File: config.mk
export PLATFORM = sky130hd
export DESIGN_NAME = mem_port_arbiter_flat
export DESIGN_NICKNAME = d
export VERILOG_FILES = /design/src/rtl/mem_port_arbiter_pkg.sv /design/src/rtl/mem_port_arbiter_if.sv /design/src/rtl/mem_port_arbiter_rr_select_2.sv /design/src/rtl/mem_port_arbiter.sv /design/src/flat_wrapper.sv
export SDC_FILE = /design/constraint.sdc
export NUM_CORES = 1
export LEC_CHECK = 0
export ABC_CLOCK_PERIOD_IN_PS = 6250
export CORE_ASPECT_RATIO = 1.1
export CORE_MARGIN = 2
export CORE_UTILIZATION = 40
export DETAILED_ROUTE_END_ITERATION = 10
export PLACE_DENSITY_LB_ADDON = 0.3
export SYNTH_ARGS = -nofsm -noshare
export SYNTH_HDL_FRONTEND = slang
export SYNTH_HIERARCHICAL = 1
export SYNTH_SLANG_ARGS = --single-unit
File: constraint.sdc
create_clock -name clk -period 6.25 [get_ports clk]
set_clock_uncertainty 0.2 [all_clocks]
set_input_delay 1.25 -clock clk [delete_from_list [all_inputs] [get_ports clk]]
set_output_delay 1.25 -clock clk [all_outputs]
set_load 0.05 [all_outputs]
File: src/rtl/mem_port_arbiter_pkg.sv
// Shared types for the two-requester memory port arbiter. The memory access and
// exception types stand in for the core's memory_access/memory_exceptions headers.
package mem_arb_pkg;

  typedef enum logic [1:0] {
    MEM_ACCESS_BYTE = 2'd0,
    MEM_ACCESS_HALF = 2'd1,
    MEM_ACCESS_WORD = 2'd2
  } mem_access_t;

  typedef logic [3:0] mem_exception_mask_t;

  typedef enum logic [1:0] {
    S_IDLE = 2'd0,
    S_BUSY = 2'd1,
    S_DONE = 2'd2
  } arb_state_t;

  typedef enum logic {
    REQ_R0 = 1'b0,
    REQ_R1 = 1'b1
  } req_id_t;

  localparam mem_access_t MEM_ARB_IDLE_ACCESS = MEM_ACCESS_WORD;

  typedef struct packed {
    logic [31:0] addr;
    logic [31:0] wr_data;
    logic        wr_ena;
    mem_access_t access;
  } mem_req_t;

endpackage

File: src/rtl/mem_port_arbiter_if.sv
// Bundle of requester, response and memory-side signals around the arbiter.
interface mem_port_arbiter_if;
  import mem_arb_pkg::*;

  // rX_req is held until the one-cycle rX_gnt pulse; fields are sampled only at
  // the accepting edge. rX_done pulses once with rsp_* valid in that cycle.
  logic                r0_req;
  logic [31:0]         r0_addr;
  logic [31:0]         r0_wr_data;
  logic                r0_wr_ena;
  mem_access_t         r0_access;
  logic                r0_gnt;
  logic                r0_done;

  logic                r1_req;
  logic [31:0]         r1_addr;
  logic [31:0]         r1_wr_data;
  logic                r1_wr_ena;
  mem_access_t         r1_access;
  logic                r1_gnt;
  logic                r1_done;

  logic [31:0]         rsp_rd_data;
  mem_exception_mask_t rsp_exception;

  logic [31:0]         mem_addr;
  logic [31:0]         mem_wr_data;
  logic                mem_wr_ena;
  mem_access_t         mem_access;
  logic [31:0]         mem_rd_data;
  mem_exception_mask_t mem_exception;

  logic                busy;
  arb_state_t          dbg_state;

  modport slave (
    input  r0_req, r0_addr, r0_wr_data, r0_wr_ena, r0_access,
    input  r1_req, r1_addr, r1_wr_data, r1_wr_ena, r1_access,
    input  mem_rd_data, mem_exception,
    output r0_gnt, r0_done, r1_gnt, r1_done,
    output rsp_rd_data, rsp_exception,
    output mem_addr, mem_wr_data, mem_wr_ena, mem_access,
    output busy, dbg_state
  );

  modport master (
    output r0_req, r0_addr, r0_wr_data, r0_wr_ena, r0_access,
    output r1_req, r1_addr, r1_wr_data, r1_wr_ena, r1_access,
    output mem_rd_data, mem_exception,
    input  r0_gnt, r0_done, r1_gnt, r1_done,
    input  rsp_rd_data, rsp_exception,
    input  mem_addr, mem_wr_data, mem_wr_ena, mem_access,
    input  busy, dbg_state
  );

endinterface

File: src/rtl/mem_port_arbiter_rr_select_2.sv
// Two-way round-robin pick: combinational winner from the reqs plus a registered
// last-grant pointer that the arbiter advances when a transaction completes.
module rr_select_2
  import mem_arb_pkg::*;
#(
  parameter bit FAVOR_R0_ON_RESET = 1'b1
) (
  input  logic    clk,
  input  logic    rst,
  input  logic    req0,
  input  logic    req1,
  input  logic    update,
  input  req_id_t upd_id,
  output req_id_t winner,
  output logic    any_req
);

  // Pointer holds the last granted id; "last = r1" makes r0 win the first tie.
  localparam req_id_t LAST_RST = FAVOR_R0_ON_RESET ? REQ_R1 : REQ_R0;

  req_id_t last_q;

  always_ff @(posedge clk or posedge rst) begin
    if (rst) begin
      last_q <= LAST_RST;
    end else if (update) begin
      last_q <= upd_id;
    end
  end

  always_comb begin
    any_req = req0 | req1;
    winner  = REQ_R0;
    if (req0 && req1) begin
      winner = (last_q == REQ_R0) ? REQ_R1 : REQ_R0;
    end else if (req1) begin
      winner = REQ_R1;
    end
  end

endmodule

File: src/rtl/mem_port_arbiter.sv
// Shares the core memory port between the core datapath (r0) and a secondary
// master (r1): round-robin, one transaction in flight, fixed read latency.
module mem_port_arbiter
  import mem_arb_pkg::*;
#(
  parameter int READ_LATENCY      = 1,
  parameter bit FAVOR_R0_ON_RESET = 1'b1
) (
  input logic               clk,
  input logic               rst,
  mem_port_arbiter_if.slave bus
);

  localparam int CNT_W = $clog2(READ_LATENCY + 1);
  localparam logic [CNT_W-1:0] CNT_LOAD = CNT_W'(READ_LATENCY - 1);

  arb_state_t          state_q, state_d;
  logic [CNT_W-1:0]    cnt_q;
  mem_req_t            req_q;
  mem_req_t            sel_req;
  req_id_t             id_q;
  logic                first_q;
  req_id_t             winner;
  logic                any_req;
  logic                accept;
  logic                capture;
  logic [31:0]         rsp_rd_data_q;
  mem_exception_mask_t rsp_exception_q;

  rr_select_2 #(.FAVOR_R0_ON_RESET(FAVOR_R0_ON_RESET)) u_rr (
    .clk     (clk),
    .rst     (rst),
    .req0    (bus.r0_req),
    .req1    (bus.r1_req),
    .update  (capture),
    .upd_id  (id_q),
    .winner  (winner),
    .any_req (any_req)
  );

  always_comb begin
    state_d = state_q;
    accept  = 1'b0;
    capture = 1'b0;
    case (state_q)
      S_IDLE: begin
        if (any_req) begin
          accept  = 1'b1;
          state_d = S_BUSY;
        end
      end
      S_BUSY: begin
        if (cnt_q == '0) begin
          capture = 1'b1;
          state_d = S_DONE;
        end
      end
      S_DONE:  state_d = S_IDLE;
      default: state_d = S_IDLE;
    endcase
  end

  always_ff @(posedge clk or posedge rst) begin
    if (rst) begin
      state_q <= S_IDLE;
    end else begin
      state_q <= state_d;
    end
  end

  always_comb begin
    sel_req = '{addr: bus.r0_addr, wr_data: bus.r0_wr_data,
                wr_ena: bus.r0_wr_ena, access: bus.r0_access};
    if (winner == REQ_R1) begin
      sel_req = '{addr: bus.r1_addr, wr_data: bus.r1_wr_data,
                  wr_ena: bus.r1_wr_ena, access: bus.r1_access};
    end
  end

  // first_q marks the first S_BUSY cycle: it drives the gnt pulse and the
  // single-cycle write strobe so a multi-cycle access never writes twice.
  always_ff @(posedge clk or posedge rst) begin
    if (rst) begin
      req_q   <= '{addr: '0, wr_data: '0, wr_ena: 1'b0, access: MEM_ARB_IDLE_ACCESS};
      id_q    <= REQ_R0;
      first_q <= 1'b0;
      cnt_q   <= '0;
    end else begin
      first_q <= accept;
      if (accept) begin
        req_q <= sel_req;
        id_q  <= winner;
        cnt_q <= CNT_LOAD;
      end else if (state_q == S_BUSY && cnt_q != '0) begin
        cnt_q <= cnt_q - CNT_W'(1);
      end
    end
  end

  always_ff @(posedge clk or posedge rst) begin
    if (rst) begin
      rsp_rd_data_q   <= '0;
      rsp_exception_q <= '0;
    end else if (capture) begin
      rsp_rd_data_q   <= bus.mem_rd_data;
      rsp_exception_q <= bus.mem_exception;
    end
  end

  assign bus.mem_addr      = (state_q == S_BUSY) ? req_q.addr    : '0;
  assign bus.mem_wr_data   = (state_q == S_BUSY) ? req_q.wr_data : '0;
  assign bus.mem_access    = (state_q == S_BUSY) ? req_q.access  : MEM_ARB_IDLE_ACCESS;
  assign bus.mem_wr_ena    = (state_q == S_BUSY) && first_q && req_q.wr_ena;

  assign bus.r0_gnt        = first_q && (id_q == REQ_R0);
  assign bus.r1_gnt        = first_q && (id_q == REQ_R1);
  assign bus.r0_done       = (state_q == S_DONE) && (id_q == REQ_R0);
  assign bus.r1_done       = (state_q == S_DONE) && (id_q == REQ_R1);

  assign bus.rsp_rd_data   = rsp_rd_data_q;
  assign bus.rsp_exception = rsp_exception_q;
  assign bus.busy          = (state_q != S_IDLE);
  assign bus.dbg_state     = state_q;

endmodule

File: src/flat_wrapper.sv
// flat-port wrapper written by rule: the top's interface ports become plain ports
module mem_port_arbiter_flat import mem_arb_pkg::*;
#(
  parameter int READ_LATENCY      = 1,
  parameter bit FAVOR_R0_ON_RESET = 1'b1
)
  (clk, rst, bus_r0_req, bus_r0_addr, bus_r0_wr_data, bus_r0_wr_ena, bus_r0_access, bus_r1_req, bus_r1_addr, bus_r1_wr_data, bus_r1_wr_ena, bus_r1_access, bus_mem_rd_data, bus_mem_exception, bus_r0_gnt, bus_r0_done, bus_r1_gnt, bus_r1_done, bus_rsp_rd_data, bus_rsp_exception, bus_mem_addr, bus_mem_wr_data, bus_mem_wr_ena, bus_mem_access, bus_busy, bus_dbg_state);
  mem_port_arbiter_if bus_i ();
  input logic clk;
  input logic rst;
  input wire logic [$bits(bus_i.r0_req)-1:0] bus_r0_req;
  input wire logic [$bits(bus_i.r0_addr)-1:0] bus_r0_addr;
  input wire logic [$bits(bus_i.r0_wr_data)-1:0] bus_r0_wr_data;
  input wire logic [$bits(bus_i.r0_wr_ena)-1:0] bus_r0_wr_ena;
  input wire logic [$bits(bus_i.r0_access)-1:0] bus_r0_access;
  input wire logic [$bits(bus_i.r1_req)-1:0] bus_r1_req;
  input wire logic [$bits(bus_i.r1_addr)-1:0] bus_r1_addr;
  input wire logic [$bits(bus_i.r1_wr_data)-1:0] bus_r1_wr_data;
  input wire logic [$bits(bus_i.r1_wr_ena)-1:0] bus_r1_wr_ena;
  input wire logic [$bits(bus_i.r1_access)-1:0] bus_r1_access;
  input wire logic [$bits(bus_i.mem_rd_data)-1:0] bus_mem_rd_data;
  input wire logic [$bits(bus_i.mem_exception)-1:0] bus_mem_exception;
  output wire logic [$bits(bus_i.r0_gnt)-1:0] bus_r0_gnt;
  output wire logic [$bits(bus_i.r0_done)-1:0] bus_r0_done;
  output wire logic [$bits(bus_i.r1_gnt)-1:0] bus_r1_gnt;
  output wire logic [$bits(bus_i.r1_done)-1:0] bus_r1_done;
  output wire logic [$bits(bus_i.rsp_rd_data)-1:0] bus_rsp_rd_data;
  output wire logic [$bits(bus_i.rsp_exception)-1:0] bus_rsp_exception;
  output wire logic [$bits(bus_i.mem_addr)-1:0] bus_mem_addr;
  output wire logic [$bits(bus_i.mem_wr_data)-1:0] bus_mem_wr_data;
  output wire logic [$bits(bus_i.mem_wr_ena)-1:0] bus_mem_wr_ena;
  output wire logic [$bits(bus_i.mem_access)-1:0] bus_mem_access;
  output wire logic [$bits(bus_i.busy)-1:0] bus_busy;
  output wire logic [$bits(bus_i.dbg_state)-1:0] bus_dbg_state;
  assign bus_i.r0_req = bus_r0_req;
  assign bus_i.r0_addr = bus_r0_addr;
  assign bus_i.r0_wr_data = bus_r0_wr_data;
  assign bus_i.r0_wr_ena = bus_r0_wr_ena;
  assign bus_i.r0_access = bus_r0_access;
  assign bus_i.r1_req = bus_r1_req;
  assign bus_i.r1_addr = bus_r1_addr;
  assign bus_i.r1_wr_data = bus_r1_wr_data;
  assign bus_i.r1_wr_ena = bus_r1_wr_ena;
  assign bus_i.r1_access = bus_r1_access;
  assign bus_i.mem_rd_data = bus_mem_rd_data;
  assign bus_i.mem_exception = bus_mem_exception;
  assign bus_r0_gnt = bus_i.r0_gnt;
  assign bus_r0_done = bus_i.r0_done;
  assign bus_r1_gnt = bus_i.r1_gnt;
  assign bus_r1_done = bus_i.r1_done;
  assign bus_rsp_rd_data = bus_i.rsp_rd_data;
  assign bus_rsp_exception = bus_i.rsp_exception;
  assign bus_mem_addr = bus_i.mem_addr;
  assign bus_mem_wr_data = bus_i.mem_wr_data;
  assign bus_mem_wr_ena = bus_i.mem_wr_ena;
  assign bus_mem_access = bus_i.mem_access;
  assign bus_busy = bus_i.busy;
  assign bus_dbg_state = bus_i.dbg_state;
  mem_port_arbiter #(.READ_LATENCY(READ_LATENCY), .FAVOR_R0_ON_RESET(FAVOR_R0_ON_RESET)) u_core (.clk(clk), .rst(rst), .bus(bus_i));
endmodule
==> out/qor.txt <==
status -> finished clean
final period demand of the worst path -> 4227 ps
Die ar. -> 14,840 sq um
initial antenna violation count -> 0
placement row count -> 45
Finished Layout Cells -> 855
later-pin clock latency in the skew report -> 340 ps
final core utilization -> 64.36%
antenna diode instance count -> 0
count of cells along the worst hold path -> 1
peak fanout along the critical path -> 43
Clk Tree Root Cell -> clkbuf_16
clock-pin slew on the worst setup and hold paths -> 70 ps
number of nets with antenna violations after detailed routing -> 0
measured slew at the worst slew-check pin -> 1027 ps
type of origin of the critical path -> flop
launch instance of the worst min-delay path -> u_core/req_q[61]
Achievable Freq -> 236.6 MHz
worst voltage drop across the vdd grid -> 0.0003046 V
Syn Std Cell Area -> 5554 sq um
slowest stage cell on the critical path -> clkdlybuf4s50_1
CTS tree -> done
crit path cell chain -> nor2b_4 -> buf_4 -> and2_1 -> clkdlybuf4s50_1
sink count of the clock tree -> 109
average footprint of a synthesized cell -> 14.24 sq um
number of design-rule violations left by the first detailed-router iteration -> 115
global-route usage over all layers -> 19.98%
core area -> 13,680 sq um
number of placed instances with taps included -> 840
nets@finish -> 837
Netlist cell types -> 21
overall routed net length -> 14,800 um
power density cells -> 539.7 nW/um^2
total of flip-flops plus latches after synthesis -> 109
top-level I/O count -> 284
CTS H-Tree Depth -> 3
DR WL/cell -> 17.31 um
Yosys warnings -> 6
post-CTS repair timing setup buffer count -> 0
largest buffer count on any clock path -> 2
via count -> 4,069
die extent in x -> 116.4 um
count of TritonRoute iterations in the first routing pass -> 4
number of global-route vias before repair -> 4,533
Post-Synthesis Net Count -> 564
number of endpoints with negative hold slack in the final report -> 0
logic depth of the worst register-to-register path -> 4
number of clock buffers inserted by TritonCTS -> 9
worst r2r src -> u_core/u_rr/last_q
growth of design area from synthesis to finish -> 58.55%
quantity of I/O buffers inserted on ports -> 283
end point of the most critical hold path -> u_core/req_q[61]
post-synthesis cell count -> 390
Hold-fix buffers, CTS -> 0
Initial Util -> 40.59%
share of the yosys chip area belonging to registers -> 49.16%
final critical-path share of the clock period -> 67.63%
worst hold slack after final layout -> 281.5 ps
number of remaining DRC errors -> 0
area share of the largest cell type after synthesis -> 48.21%
endpoint of the most critical register-to-register path -> u_core/req_q[27]
Final setup violation count -> 0
cell type with the highest aggregate area in the netlist -> dfrtp_1
Final Slew Violations -> 0
number of gates resized after cts -> 0
setup repair after global routing missed its margin -> no
ratio of routed vias to standard cells -> 4.759
biggest area contributors in the synthesized netlist -> dfrtp_1 (48%), mux2_2 (19%), mux2_4 (11%)
layout cells sized above 1 -> 24.59%
Worst setup EP type -> output pin
Worst R2R Setup Slack -> 3790 ps
largest net degree at the start of global routing -> 72
Stages on worst setup path -> 4
Crit path buffers/inverters -> 2
total global routing overflow -> 0
Total Negative Setup Slacks -> 0 ps
Crit path max-delay family -> buffers and inverters
wire length of the first global-routing pass -> 22,720 um
die extent in y -> 127.6 um
Worst Hold Class -> flop to flop
highest cell delay on the worst timing path -> 840 ps
detailed-placement wirelength estimate -> 11,140 um
Critical Path AT -> 2780 ps
required time of the critical path -> 4800 ps
cell leakage power -> 3.623 nW
max-cap viol count -> 0
relative slew slack -> 31.56%
worst setup path class -> flop to output pin
final RePlAce weighted congestion -> 0.7744
-- state kept, by name, indices dropped and copies added (netlist names) --
name,count
u_core/cnt_q,1
u_core/first_q,1
u_core/u_rr/last_q,1
u_core/bus.dbg_state,2
u_core/id_q,1
u_core/bus.rsp_exception,4
u_core/bus.rsp_rd_data,32
u_core/req_q,67
-- final cells by class --
cell class,instances,area [sq um]
multi-input combinational,252,2624
tap,188,235.2
fill,1097,4876
clock buffer,10,229.0
timing repair buffer,289,2878
inverter,2,10.01
clock inverter,5,100.1
sequential,109,2730
-- layout by cell type, fill, tap and decap left out --
cell	count
buf_4	6
nand2b_1	1
inv_1	1
clkbuf_1	1
dfrtp_1	107
mux2_1	37
nor3b_2	2
clkbuf_16	9
dfstp_2	2
nor3b_1	3
mux2_4	39
nor2b_1	1
and3b_1	1
a21o_1	1
nor2b_4	1
clkdlybuf4s50_1	283
mux2_2	96
bufinv_16	3
inv_4	1
or2_2	2
clkinv_2	2
and3_1	1
and2_1	66
a21boi_4	1
-- synthesized netlist by cell type --
library cell and n:
nand2b_1 1, buf_2 7, nor2b_2 1, clkbuf_1 5, mux2_1 37, and2_1 66
dfrtp_1 107, or2_2 2, inv_1 2, mux2_2 96, buf_12 3, mux2_4 39
and3b_1 1, nor2b_1 1, and3_1 1, buf_6 4, a21o_1 1, nor3b_1 5
dfstp_2 2, a21boi_0 1, buf_4 8
-- cells by family (layout without fill, tap and decap cells) --
group | count (synthesis) | count (layout) | synth area share (%)
DFF | 109 | 109 | 49.16
AOI/OAI and AO/OA | 2 | 2 | 0.2704
muxes | 172 | 172 | 37.51
buffers and inverters | 29 | 306 | 4.078
and+or+nand+nor | 78 | 78 | 8.989
-- per-stage QoR --
step | cell area, sq um | power, mW | setup slack [ps]
6_report | 8806 | 4.753 | 2023
3_3_place_gp | 8477 | 4.090 | 2368
2_1_floorplan | 5554 | 3.250 | 1956
4_1_cts | 8806 | 4.804 | 1945
3_5_place_dp | 8477 | 4.149 | 2333
5_1_grt | 8806 | 4.980 | 1803
-- worst register-to-register path, stage by stage (launching register included) --
cell      delay [ps]
dfstp_2          380
a21boi_4         540
buf_4            530
mux2_2           420
mux2_2           270
-- routing by layer --
layer,share of wire [%],vias to the layer above,GRT usage [%]
met2,51,153,34.82
met5,0,-,0
met4,5.0,0,11.97
met1,37,1982,21.90
li1,-,1889,-
met3,6.6,45,4.554
-- worst max path at each step --
| stage | slack, ps | end | startpoint |
|---|---|---|---|
| floorplan | 1960 | u_core/bus.dbg_state[0] | rst |
| global placement | 2370 | u_core/req_q[30] | bus_r1_req |
| detailed placement | 2330 | bus_mem_wr_data[30] | u_core/bus.dbg_state[0] |
| CTS | 1940 | bus_mem_wr_data[30] | u_core/bus.dbg_state[0] |
| global route | 1800 | bus_mem_addr[18] | u_core/bus.dbg_state[0] |
| finish | 2020 | bus_mem_addr[11] | u_core/bus.dbg_state[0] |
-- power by group --
| group | switching [mW] | internal [mW] | total (mW) |
|---|---|---|---|
| Clock | 0.246 | 0.388 | 0.635 |
| Sequential | 0.187 | 1.07 | 1.26 |
| Combinational | 1.67 | 1.19 | 2.86 |
| Total | 2.10 | 2.65 | 4.75 |
Note: power is estimated with default switching activity, not from simulation.
==> edit, RTL diff (same settings) <==
`FAVOR_R0_ON_RESET` is set to 1'b1 in 3 places; all go to 1'b0.
--- a/src/rtl/mem_port_arbiter_rr_select_2.sv
+++ b/src/rtl/mem_port_arbiter_rr_select_2.sv
@@ -5,3 +5,3 @@
 #(
-  parameter bit FAVOR_R0_ON_RESET = 1'b1
+  parameter bit FAVOR_R0_ON_RESET = 1'b0
 ) (
--- a/src/rtl/mem_port_arbiter.sv
+++ b/src/rtl/mem_port_arbiter.sv
@@ -6,3 +6,3 @@
   parameter int READ_LATENCY      = 1,
-  parameter bit FAVOR_R0_ON_RESET = 1'b1
+  parameter bit FAVOR_R0_ON_RESET = 1'b0
 ) (
--- a/src/flat_wrapper.sv
+++ b/src/flat_wrapper.sv
@@ -4,3 +4,3 @@
   parameter int READ_LATENCY      = 1,
-  parameter bit FAVOR_R0_ON_RESET = 1'b1
+  parameter bit FAVOR_R0_ON_RESET = 1'b0
 )
Function: changed (a bounded check fails within 4 cycles, from zero or initial values and one cycle with rst high).
==> edit against the original RTL <==
- final area about the same
- critical path depth is the same
- power barely moved
- worst setup slack improved by 0.071 ns
- cell count is the same
- synthesized cell count unchanged
- register-to-register slack improved by 0.08 ns
- synthesized area hardly changed
- non-clock buffer count shrank 1
- sequential cell count unchanged
- maximum frequency rose by 1.7%
- wire length down 0.80%
- largest power group unchanged
==> edit: results (changes against the original RTL) <==
* Synth top area cells: dfrtp_1, mux2_2, mux2_4 (unchanged)
* Worst slew pin tran at 1.03 ns (about the same)
* Vias at 4035 (was 4069)
* Global-route wire length before repair at 22300 µm (was 22700 µm)
* Syn Area/Cell at 14.2 µm² (about the same)
* Drt first-iter violations at 73 (was 115)
* Vias in the first global route at 4375 (was 4533)
* Layout cells sized above 1 at 0.246 (unchanged)
* Outcome: finished, final reports clean (unchanged)
* TritonRoute pass-1 iters at 4 (unchanged)
* Post-DP HPWL at 10800 µm (was 11100 µm)
* Sequential share of the synthesized area at 0.491 (was 0.492)
* Total routed wirelength at 14700 µm (was 14800 µm)
* Layout fillers at 1099 (was 1097)
* Pin count of the biggest net entering global routing at 75 (was 72)
* Commonest cells post-synth: dfrtp_1, mux2_2, and2_1, mux2_4, mux2_1 (unchanged)
* Internal power at 2620 µW (was 2650 µW)
* Cts bufs inserted at 9 (unchanged)
* Routability cong. at 0.782 (was 0.774)
* Total leakage power at 0.00362 µW (about the same)
* Syn Nets at 564 (unchanged)
* DR WL/cell at 17.2 µm (was 17.3 µm)
* Critical Path Fanout Max at 52 (was 43)
* DR WL met3 at 1020 µm (was 978 µm)
* Post-cts resize count at 0 (unchanged)
* Critical path data arrival time at 2.71 ns (was 2.78 ns)
* Worst IR Drop VDD at 0.283 mV (was 0.305 mV)
* M1 WL at 5330 µm (was 5460 µm)
* WL met2 at 7890 µm (was 7620 µm)
* GR Util All Layers at 0.195 (was 0.200)
* DP Area at 8470 µm² (was 8480 µm²)
* H-tree Lvls at 3 (unchanged)
* Clock Path Buffers at 2 (unchanged)
* Synth unique cells at 21 (unchanged)
* Final nets at 836 (was 837)
* Clk_lat worst skew at 0.34 ns (about the same)
* Largest register by flop count: u_core/req_q (unchanged)
* Async SR Flop Fraction at 1.00 (unchanged)
-- edit: cells by family after synthesis --
logic type,synth area share
buffers and inverters,0.0408
flip-flops,0.491
multiplexers,0.375
AO/OA/AOI/OAI,0.00270
AND/OR/NAND/NOR,0.0899
-- edit: critical path, cell delays in order (launching register included) --
cell,delay [ns]
dfrtp_1,0.47
nor2b_4,0.36
buf_4,0.47
and2_1,0.22
clkdlybuf4s50_1,0.81
-- edit: power groups by stage --
stage | registers, µW | logic (µW) | clock network, µW
finish | 1270 | 2850 | 632
global route | 1320 | 2980 | 678
CTS | 1270 | 2880 | 649
detailed placement | 1280 | 2870 | 0
global placement | 1260 | 2840 | 0
floorplan | 1660 | 1590 | 0
-- edit: stage by stage --
step	setup slack, ns	hold WS (ns)
after floorplan	1.96	0.246
after global placement	2.50	0.260
after detailed placement	2.44	0.274
after CTS	2.04	0.291
after global routing	1.89	0.308
final	2.09	0.289
-- edit: final cells by class --
cell class | count | area (µm²) | share of cell area
clock inverters | 6 | 93.8 | 0.0107
multi-input cells | 252 | 2620 | 0.298
well taps | 188 | 235 | 0.0267
flip-flops and latches | 109 | 2730 | 0.310
repair buffers | 288 | 2870 | 0.326
inverters | 2 | 10.0 | 0.00114
clock buffers | 10 | 239 | 0.0272
-- edit: final timing paths --
kind | startpoint | endpoint | slack, ns | cells after the start
worst min register to register | u_core/bus.rsp_exception[1] | u_core/bus.rsp_exception[1] | 0.29 | 1
worst max register to register | u_core/u_rr/last_q | u_core/req_q[63] | 3.87 | 4
worst min-delay path | u_core/bus.rsp_exception[1] | u_core/bus.rsp_exception[1] | 0.29 | 1
worst max-delay path | u_core/bus.dbg_state[0] | bus_mem_addr[21] | 2.09 | 4
max in group asynchronous | rst | u_core/req_q[13] | 3.50 | 3
min in group asynchronous | rst | u_core/u_rr/last_q | 0.94 | 2
-- edit: routing by layer --
layer / vias up / GRT usage
met5: - / 0
met4: 0 / 0.0910
met3: 29 / 0.0465
met2: 138 / 0.355
met1: 1979 / 0.212
li1: 1889 / -
